`src/rtl/sync_fifo_pkg.sv`:
```
// Shared sizing helpers and parameter checks for the single-clock flagged FIFO.
package sync_fifo_pkg;

    localparam int DEFAULT_ADDR_SIZE = 4;

    function automatic int fifo_depth(input int addr_size);
        return 1 << addr_size;
    endfunction

    // Pointers and the occupancy counter both carry one extra bit so DEPTH itself is representable.
    function automatic int ptr_width(input int addr_size);
        return addr_size + 1;
    endfunction

    function automatic int count_width(input int addr_size);
        return addr_size + 1;
    endfunction

    localparam int DEFAULT_PTR_W   = DEFAULT_ADDR_SIZE + 1;
    localparam int DEFAULT_COUNT_W = DEFAULT_ADDR_SIZE + 1;

    function automatic bit thresholds_legal(input int addr_size, input int afull, input int aempty);
        return (afull >= 1) && (afull <= fifo_depth(addr_size)) &&
               (aempty >= 0) && (aempty <= fifo_depth(addr_size) - 1);
    endfunction

endpackage

```
`src/rtl/sync_fifo_flags_mem.sv`:
```
// Simple dual-port RAM: one write port, one registered read port, array left unreset.
module fifo_mem_1clk
    import sync_fifo_pkg::*;
#(
    parameter int DATA_SIZE = 8,
    parameter int ADDR_SIZE = 4
) (
    input  logic                 clk,
    input  logic                 rst_n,
    input  logic                 wen,
    input  logic [ADDR_SIZE-1:0] waddr,
    input  logic [DATA_SIZE-1:0] wdata,
    input  logic                 ren,
    input  logic [ADDR_SIZE-1:0] raddr,
    output logic [DATA_SIZE-1:0] rdata
);

    localparam int DEPTH = fifo_depth(ADDR_SIZE);

    logic [DATA_SIZE-1:0] mem [DEPTH];

    always_ff @(posedge clk) begin
        if (wen)
            mem[waddr] <= wdata;
    end

    // Only the output register is reset; it holds its value whenever no read is accepted.
    always_ff @(posedge clk or negedge rst_n) begin
        if (!rst_n)
            rdata <= '0;
        else if (ren)
            rdata <= mem[raddr];
    end

endmodule

```
`src/rtl/sync_fifo_flags.sv`:
```
// Single-clock FIFO with occupancy count, almost-full/empty thresholds, flush and sticky error flags.
module sync_fifo_flags
    import sync_fifo_pkg::*;
#(
    parameter int DATA_SIZE     = 8,
    parameter int ADDR_SIZE     = 4,
    parameter int AFULL_THRESH  = 12,
    parameter int AEMPTY_THRESH = 2
) (
    input  logic                 clk,
    input  logic                 rst_n,
    input  logic                 clear,
    input  logic                 winc,
    input  logic [DATA_SIZE-1:0] wdata,
    input  logic                 rinc,
    output logic [DATA_SIZE-1:0] rdata,
    output logic                 rvalid,
    output logic                 wfull,
    output logic                 walmost_full,
    output logic                 rempty,
    output logic                 ralmost_empty,
    output logic [ADDR_SIZE:0]   count,
    output logic                 overflow,
    output logic                 underflow
);

    localparam int PTR_W = ptr_width(ADDR_SIZE);
    localparam int CNT_W = count_width(ADDR_SIZE);
    localparam logic [CNT_W-1:0] AFULL_C  = CNT_W'(AFULL_THRESH);
    localparam logic [CNT_W-1:0] AEMPTY_C = CNT_W'(AEMPTY_THRESH);

    if (!thresholds_legal(ADDR_SIZE, AFULL_THRESH, AEMPTY_THRESH)) begin : g_bad_params
        $error("sync_fifo_flags: AFULL_THRESH must be 1..DEPTH and AEMPTY_THRESH 0..DEPTH-1");
    end

    logic [PTR_W-1:0] wptr;
    logic [PTR_W-1:0] rptr;
    logic             wr_accept;
    logic             rd_accept;

    assign rempty        = (wptr == rptr);
    assign wfull         = (wptr[ADDR_SIZE] != rptr[ADDR_SIZE]) &&
                           (wptr[ADDR_SIZE-1:0] == rptr[ADDR_SIZE-1:0]);
    assign walmost_full  = (count >= AFULL_C);
    assign ralmost_empty = (count <= AEMPTY_C);

    // A flush swallows both requests, so neither can be accepted nor flagged as an error.
    assign wr_accept = winc && !wfull  && !clear;
    assign rd_accept = rinc && !rempty && !clear;

    always_ff @(posedge clk or negedge rst_n) begin
        if (!rst_n) begin
            wptr      <= '0;
            rptr      <= '0;
            count     <= '0;
            rvalid    <= 1'b0;
            overflow  <= 1'b0;
            underflow <= 1'b0;
        end else if (clear) begin
            wptr      <= '0;
            rptr      <= '0;
            count     <= '0;
            rvalid    <= 1'b0;
            overflow  <= 1'b0;
            underflow <= 1'b0;
        end else begin
            if (wr_accept)
                wptr <= wptr + PTR_W'(1);
            if (rd_accept)
                rptr <= rptr + PTR_W'(1);
            case ({wr_accept, rd_accept})
                2'b10:   count <= count + CNT_W'(1);
                2'b01:   count <= count - CNT_W'(1);
                default: count <= count;
            endcase
            rvalid <= rd_accept;
            if (winc && wfull)
                overflow <= 1'b1;
            if (rinc && rempty)
                underflow <= 1'b1;
        end
    end

    fifo_mem_1clk #(
        .DATA_SIZE(DATA_SIZE),
        .ADDR_SIZE(ADDR_SIZE)
    ) u_mem (
        .clk  (clk),
        .rst_n(rst_n),
        .wen  (wr_accept),
        .waddr(wptr[ADDR_SIZE-1:0]),
        .wdata(wdata),
        .ren  (rd_accept),
        .raddr(rptr[ADDR_SIZE-1:0]),
        .rdata(rdata)
    );

endmodule

```
`config.mk`:
```
export PLATFORM = sky130hd
export DESIGN_NAME = sync_fifo_flags
export DESIGN_NICKNAME = d
export VERILOG_FILES = /design/src/rtl/sync_fifo_pkg.sv /design/src/rtl/sync_fifo_flags_mem.sv /design/src/rtl/sync_fifo_flags.sv
export SDC_FILE = /design/constraint.sdc
export NUM_CORES = 1
export LEC_CHECK = 0
export CAP_MARGIN = 20
export CORE_MARGIN = 5
export CORE_UTILIZATION = 38
export DETAILED_ROUTE_END_ITERATION = 8
export MAX_ROUTING_LAYER = met4
export PLACE_DENSITY_LB_ADDON = 0.2
export SYNTH_ARGS = -nofsm -noshare
export SYNTH_HDL_FRONTEND = slang
export SYNTH_HIERARCHICAL = 1
export SYNTH_SLANG_ARGS = --single-unit
```
`constraint.sdc`:
```
create_clock -name clk -period 8.8 [get_ports clk]
set_clock_uncertainty 0.05 [all_clocks]
set_input_delay 0.88 -clock clk [delete_from_list [all_inputs] [get_ports clk]]
set_output_delay 0.88 -clock clk [all_outputs]
set_load 0.005 [all_outputs]
```
After elaboration in Yosys (flattened, before gate mapping) --
Memories as Yosys holds them, arrays and structs flattened. A register that Yosys moved wholly into a read port is not among the register bits. Index checks and enable logic that the tools add are counted. Widths: inputs -> output; s select.
Word-level totals: bits in registers 18, RAM bits 128, logic and storage cells 47, memories 1
Memories:
- u_mem.mem | words 16, width 8, read ports 1, clocked after Yosys merged registers in 1, write ports 1, RTL line sync_fifo_flags_mem.sv:20 | logic [DATA_SIZE-1:0] mem [DEPTH];
Operators by class: add/subtract/negate cells 4, order comparisons 2, eq/ne operators 5, mux-type cells 13, reduce and logical (&&, ||, !) cells 16
Operators by type and width (number):
- $mux 5 | 5
- $add 5x1->5 const B | 3
- $pmux 5 s2 | 1
- $reduce_bool 2->1 | 4
- $logic_and 1x1->1 | 7
- $mux 1 | 7
- $eq 5x5->1 | 1
- $ge 5x4->1 const B | 1
- $le 5x2->1 const B | 1
- $sub 5x1->5 const B | 1
- $eq 4x4->1 | 1
- $logic_not 1->1 | 4
- $reduce_bool 3->1 | 1
- $eq 2x1->1 const B | 1
- $eq 2x2->1 const B | 1
- $ne 1x1->1 | 1

Depth between registers and ports, before layout --
depth after elaboration 8, gate-level depth with buffers 12, gate-level depth less buffers 11

Hierarchy --
The synthesis kept the hierarchy.
Modules (own cells, without submodules):
- fifo_mem_1clk | instances 1, cells an instance 240, area each 5331.4 µm², seq. area each 4043.9 µm²
- sync_fifo_flags | instances 1, cells an instance 124, area each 1207.4 µm², seq. area each 450.4 µm²

Worst setup path after synthesis --
No wires, ideal clock.
path type input to register, start in clear, end mem u_mem.mem[0][0] (enable), library setup time 0.383 ns, data arrival time 2.571 ns, required time 8.367 ns, setup slack 5.796 ns, stages on the path 5, buffers on the path 2, cells stage by stage clkbuf_1 clkbuf_1 nor2_1 or3b_2 nor3_1
On the way: cells in the longest elaborated chain, start to end 4
RTL lines:
- start, declared | RTL line sync_fifo_flags.sv:12 | input logic clear,
- $logic_not 1->1 | RTL line sync_fifo_flags.sv:48 | assign wr_accept = winc && !wfull && !clear;
- $logic_and 1x1->1 | RTL line sync_fifo_flags.sv:48
- via wr_accept | RTL line sync_fifo_flags.sv:38 | logic wr_accept;
- $mux 1 | RTL line sync_fifo_flags_mem.sv:23 | if (wen)
- $mux 1 (not written as such) | RTL line sync_fifo_flags_mem.sv:24 | mem[waddr] <= wdata;
- end, declared | RTL line sync_fifo_flags_mem.sv:20
The timed path passes the listed nets, and every way through them passes these cells.

Worst setup path in the final report --
start reg rptr[3], end reg count[4]
On the way: cells in the longest elaborated chain, start to end 8, elaborated cells between the ends (all ways) 14, those cells by class 4 x eq/ne; 2 x mux; 8 x reduce/logical
RTL lines:
- start, declared | RTL line sync_fifo_flags.sv:37 | logic [PTR_W-1:0] rptr;
- start signal, assigned | RTL line sync_fifo_flags.sv:70 | rptr <= rptr + PTR_W'(1);
- $eq 4x4->1 | RTL line sync_fifo_flags.sv:43 | (wptr[ADDR_SIZE-1:0] == rptr[ADDR_SIZE-1:0]);
- $logic_and 1x1->1 | RTL line sync_fifo_flags.sv:42 | assign wfull = (wptr[ADDR_SIZE] != rptr[ADDR_SIZE]) &&
- $logic_not 1->1 | RTL line sync_fifo_flags.sv:48
- $logic_and 1x1->1 (2 in a row) | RTL line sync_fifo_flags.sv:48
- $eq 2x1->1 or $eq 2x2->1 (tied branches) | RTL line sync_fifo_flags.sv:71 | case ({wr_accept, rd_accept})
- $pmux 5 s2 | RTL line sync_fifo_flags.sv:71
- $mux 5 | RTL line sync_fifo_flags.sv:59 | end else if (clear) begin
- end signal, assigned | RTL line sync_fifo_flags.sv:72 | 2'b10: count <= count + CNT_W'(1);
- end signal, assigned | RTL line sync_fifo_flags.sv:73 | 2'b01: count <= count - CNT_W'(1);
- end signal, assigned | RTL line sync_fifo_flags.sv:74 | default: count <= count;
- end, declared | RTL line sync_fifo_flags.sv:22 | output logic [ADDR_SIZE:0] count,
Parallel ways exist; a longest one is shown, timed or not. A chain may end at the register's enable or synchronous reset.

==> flow_results.xml <==
<?xml version="1.0" encoding="UTF-8"?>
<metrics>
  <group name="synth">
    <metric name="yosysMostFrequentCell" unit="">sky130_fd_sc_hd__edfxtp_1</metric>
    <metric name="mappedNetlistArea" unit="µm²">6540</metric>
    <metric name="yosysTopAreaCellShare" unit="%">58.8</metric>
    <metric name="seq_area_frac_synth" unit="%">68.7</metric>
    <metric name="yosys.area.top_type" unit="">sky130_fd_sc_hd__edfxtp_1</metric>
    <metric name="synthTopCellsByCount" unit="">sky130_fd_sc_hd__edfxtp_1, sky130_fd_sc_hd__nor2_1, sky130_fd_sc_hd__dfrtp_1, sky130_fd_sc_hd__mux4_2, sky130_fd_sc_hd__a21oi_1</metric>
    <metric name="dominantRegCellSynth" unit="">sky130_fd_sc_hd__edfxtp_1</metric>
    <metric name="synth_warnings" unit="">6</metric>
    <metric name="netlist_top_cells_area" unit="">sky130_fd_sc_hd__edfxtp_1, sky130_fd_sc_hd__dfrtp_1, sky130_fd_sc_hd__mux4_2, sky130_fd_sc_hd__mux4_1, sky130_fd_sc_hd__nor2_1</metric>
    <metric name="netlist-cell-type-count" unit="">48</metric>
    <metric name="gate_count_post_synth" unit="">364</metric>
    <metric name="synth.ff_latch_count" unit="">154</metric>
    <metric name="ys_async_sr_fraction" unit="%">16.9</metric>
    <metric name="synthesis.area_per_instance" unit="µm²">18.0</metric>
    <metric name="syn-num-nets" unit="">383</metric>
    <metric name="synth-edff-count" unit="">128</metric>
  </group>
  <group name="clocking">
    <metric name="clock_tree.htree_level_count" unit="">4</metric>
    <metric name="cts.clk_slew.worst_paths" unit="ns">0.06</metric>
    <metric name="cts_repair_resize_count" unit="">0</metric>
    <metric name="clock-root-buffer" unit="">sky130_fd_sc_hd__clkbuf_16</metric>
    <metric name="tritoncts" unit="">done</metric>
    <metric name="tritoncts_num_sinks" unit="">154</metric>
    <metric name="clock_latency" unit="ns">0.42</metric>
    <metric name="max-clock-path-buffers" unit="">2</metric>
    <metric name="cts_inserted_buffers" unit="">17</metric>
    <metric name="post_cts.repair.setup_buffers" unit="">0</metric>
    <metric name="ctsHoldBuffers" unit="">0</metric>
  </group>
  <group name="die">
    <metric name="die_width" unit="µm">141</metric>
    <metric name="ios" unit="">33</metric>
    <metric name="coreArea" unit="µm²">17100</metric>
    <metric name="std_cell_rows" unit="">48</metric>
    <metric name="start_util" unit="%">38.2</metric>
    <metric name="floorplan.die_area" unit="µm²">19900</metric>
    <metric name="fp.dieH" unit="µm">141</metric>
  </group>
  <group name="timing">
    <metric name="final_cycle_share" unit="%">45.1</metric>
    <metric name="finalHoldViolations" unit="">0</metric>
    <metric name="finalWorstPathRequiredPeriod" unit="ns">3.97</metric>
    <metric name="slew_of_the_pin_with_the_lowest_slew_margin" unit="ns">1.06</metric>
    <metric name="slew_headroom" unit="%">29.1</metric>
    <metric name="final_max_slew_viol_count" unit="">0</metric>
    <metric name="timing.final.setup_violations" unit="">0</metric>
    <metric name="fmax" unit="MHz">252</metric>
    <metric name="setup_repair_after_global_routing_missed_its_margin" unit="">false</metric>
    <metric name="fin_setup_tns" unit="ns">0</metric>
  </group>
  <group name="grt">
    <metric name="grt_first_pass_wirelength" unit="µm">20400</metric>
    <metric name="grt-ovfl-total" unit="">0</metric>
    <metric name="grt_start_max_net_pins" unit="">36</metric>
    <metric name="grt_pass1_vias" unit="">3501</metric>
    <metric name="antenna_violations_before_repair" unit="">0</metric>
    <metric name="globalRouteTotalUtil" unit="%">14.5</metric>
  </group>
  <group name="detailed_routing">
    <metric name="viasPerCell" unit="">5.30</metric>
    <metric name="dr_total_vias" unit="">3383</metric>
    <metric name="detail_route.drc_violations" unit="">0</metric>
    <metric name="wl" unit="µm">13300</metric>
    <metric name="ant_nets" unit="">0</metric>
    <metric name="drt-wirelength-per-cell" unit="µm">20.8</metric>
    <metric name="drt_pre_antenna_iters" unit="">4</metric>
    <metric name="drt-initial-drc-count" unit="">232</metric>
  </group>
  <group name="placed_design">
    <metric name="routabilityCongestion" unit="">0.766</metric>
    <metric name="port_buffers" unit="">32</metric>
    <metric name="dp_hpwl" unit="µm">8280</metric>
  </group>
  <group name="finish">
    <metric name="antennaDiodeCount" unit="">0</metric>
    <metric name="multiInputGateArea" unit="µm²">1880</metric>
    <metric name="finalNetCount" unit="">421</metric>
    <metric name="areaGrowthSynthToFinish" unit="%">16.5</metric>
    <metric name="register_area" unit="µm²">4500</metric>
    <metric name="fin_util" unit="%">44.5</metric>
    <metric name="layout-drive-gt1-share" unit="%">19.1</metric>
    <metric name="num-fill-cells" unit="">1460</metric>
  </group>
  <group name="power">
    <metric name="pwr_density_cell" unit="nW/µm²">241</metric>
    <metric name="ir_worst_vdd" unit="µV">146</metric>
    <metric name="static_leakage" unit="nW">2.51</metric>
  </group>
  <group name="run_status">
    <metric name="outcome" unit="">completed</metric>
  </group>
  <group name="setup_path">
    <metric name="timing.critical_path.to_type" unit="">flop</metric>
    <metric name="cp.required" unit="ns">9.05</metric>
    <metric name="critical_path_class" unit="">flop to flop</metric>
    <metric name="critical_path_arrival" unit="ns">4.22</metric>
    <metric name="cp_max_fo" unit="">21</metric>
    <metric name="critPathLaunchType" unit="">flop</metric>
  </group>
  <group name="worst_hold_path">
    <metric name="classification_of_the_worst_slack_hold_path" unit="">flop to flop</metric>
  </group>
  <group name="job">
    <metric name="cap_violations" unit="">0</metric>
  </group>
</metrics>
worst max-delay path: stages, from the launching register on:
cell                        delay [ns]
sky130_fd_sc_hd__dfrtp_1          1.01
sky130_fd_sc_hd__xnor2_1          0.25
sky130_fd_sc_hd__and4_1           0.40
sky130_fd_sc_hd__a21oi_1          0.18
sky130_fd_sc_hd__nor3_1           0.45
sky130_fd_sc_hd__inv_1            0.11
sky130_fd_sc_hd__fa_1             0.42
sky130_fd_sc_hd__nand2b_1         0.20
sky130_fd_sc_hd__o2bb2ai_4        0.19
sky130_fd_sc_hd__nor4_1           0.18
sky130_fd_sc_hd__a2111oi_1        0.10
sky130_fd_sc_hd__nor4bb_1         0.32
per-stage QoR:
stage	instances	cell area [µm²]	hold slack [ns]	power (mW)	worst slack, ns
after floorplan	364	6540	0.436	1.03	5.80
after global placement	607	7030	0.452	1.12	4.93
after detailed placement	607	7030	0.445	1.13	4.72
after CTS	637	7610	0.461	1.86	4.71
after global routing	638	7620	0.491	1.91	4.54
final	638	7620	0.456	1.83	4.83
worst paths after layout:
| path | startpoint | to | slack (ns) | cells after the start |
|---|---|---|---|---|
| worst min-delay path | overflow | overflow | 0.46 | 2 |
| min in group asynchronous | rst_n | underflow | 0.79 | 2 |
| worst max register to register | rptr[3] | count[4] | 4.83 | 11 |
| worst min register to register | overflow | overflow | 0.46 | 2 |
| worst max-delay path | rptr[3] | count[4] | 4.83 | 11 |
| max in group asynchronous | rst_n | rptr[2] | 7.62 | 2 |
cells in the final DEF, fill, tap and decap left out, drive strengths merged, types with 4 or more instances in the layout:
cell type	instances
edfxtp	128
clkbuf	19
ha	5
inv	4
clkdlybuf4s50	32
nor2	36
nor3	6
bufinv	4
a221oi	8
dfrtp	26
clkinv	8
mux4	32
a21oi	14
mux2i	11
xnor2	12
nand3	5
buf	5
nand4	5
o22ai	8
nand2	6
o21ai	6
xor2	4
nand2b	6
report_power, final:
| part | switching, mW | total, mW | leakage (nW) | internal [mW] |
|---|---|---|---|---|
| logic | 0.128 | 0.260 | 0.735 | 0.132 |
| registers | 0.0275 | 0.849 | 1.48 | 0.822 |
| clock network | 0.259 | 0.724 | 0.291 | 0.465 |
metal layers:
| metal | track usage (%) | part of all wire (%) | routed length (µm) | up-vias |
|---|---|---|---|---|
| li1 | - | - | - | 1539 |
| met1 | 17.9 | 43 | 5730 | 1740 |
| met2 | 23.3 | 51 | 6760 | 97 |
| met3 | 4.04 | 5.0 | 668 | 7 |
| met4 | 4.49 | 0.83 | 110 | 0 |
| met5 | - | 0 | 0 | - |
cell families after synthesis:
family          count (synthesis)  synth area share, %
xor+xnor                       16                 2.26
mux                            43                 13.1
simple gates                   74                 5.70
fa+ha+maj                       6                 1.26
compound gates                 48                 6.28
flops                         154                 68.7
buf+inv                        23                 2.72
state kept, by name, summed over array words and instances, names as in the netlist:
register     count
rptr             5
u_mem/rdata      8
count            5
u_mem/mem      128
overflow         1
wptr             5
underflow        1
rvalid           1
layout make-up:
| type | count | share of cell area (%) |
|---|---|---|
| inverters | 4 | 0.197 |
| well taps | 225 | 3.69 |
| flip-flops and latches | 154 | 59.0 |
| multi-input cells | 187 | 24.6 |
| repair buffers | 38 | 4.79 |
| clock buffers | 18 | 5.63 |
| clock inverters | 12 | 2.05 |
Note: power is estimated with default switching activity, not from simulation.
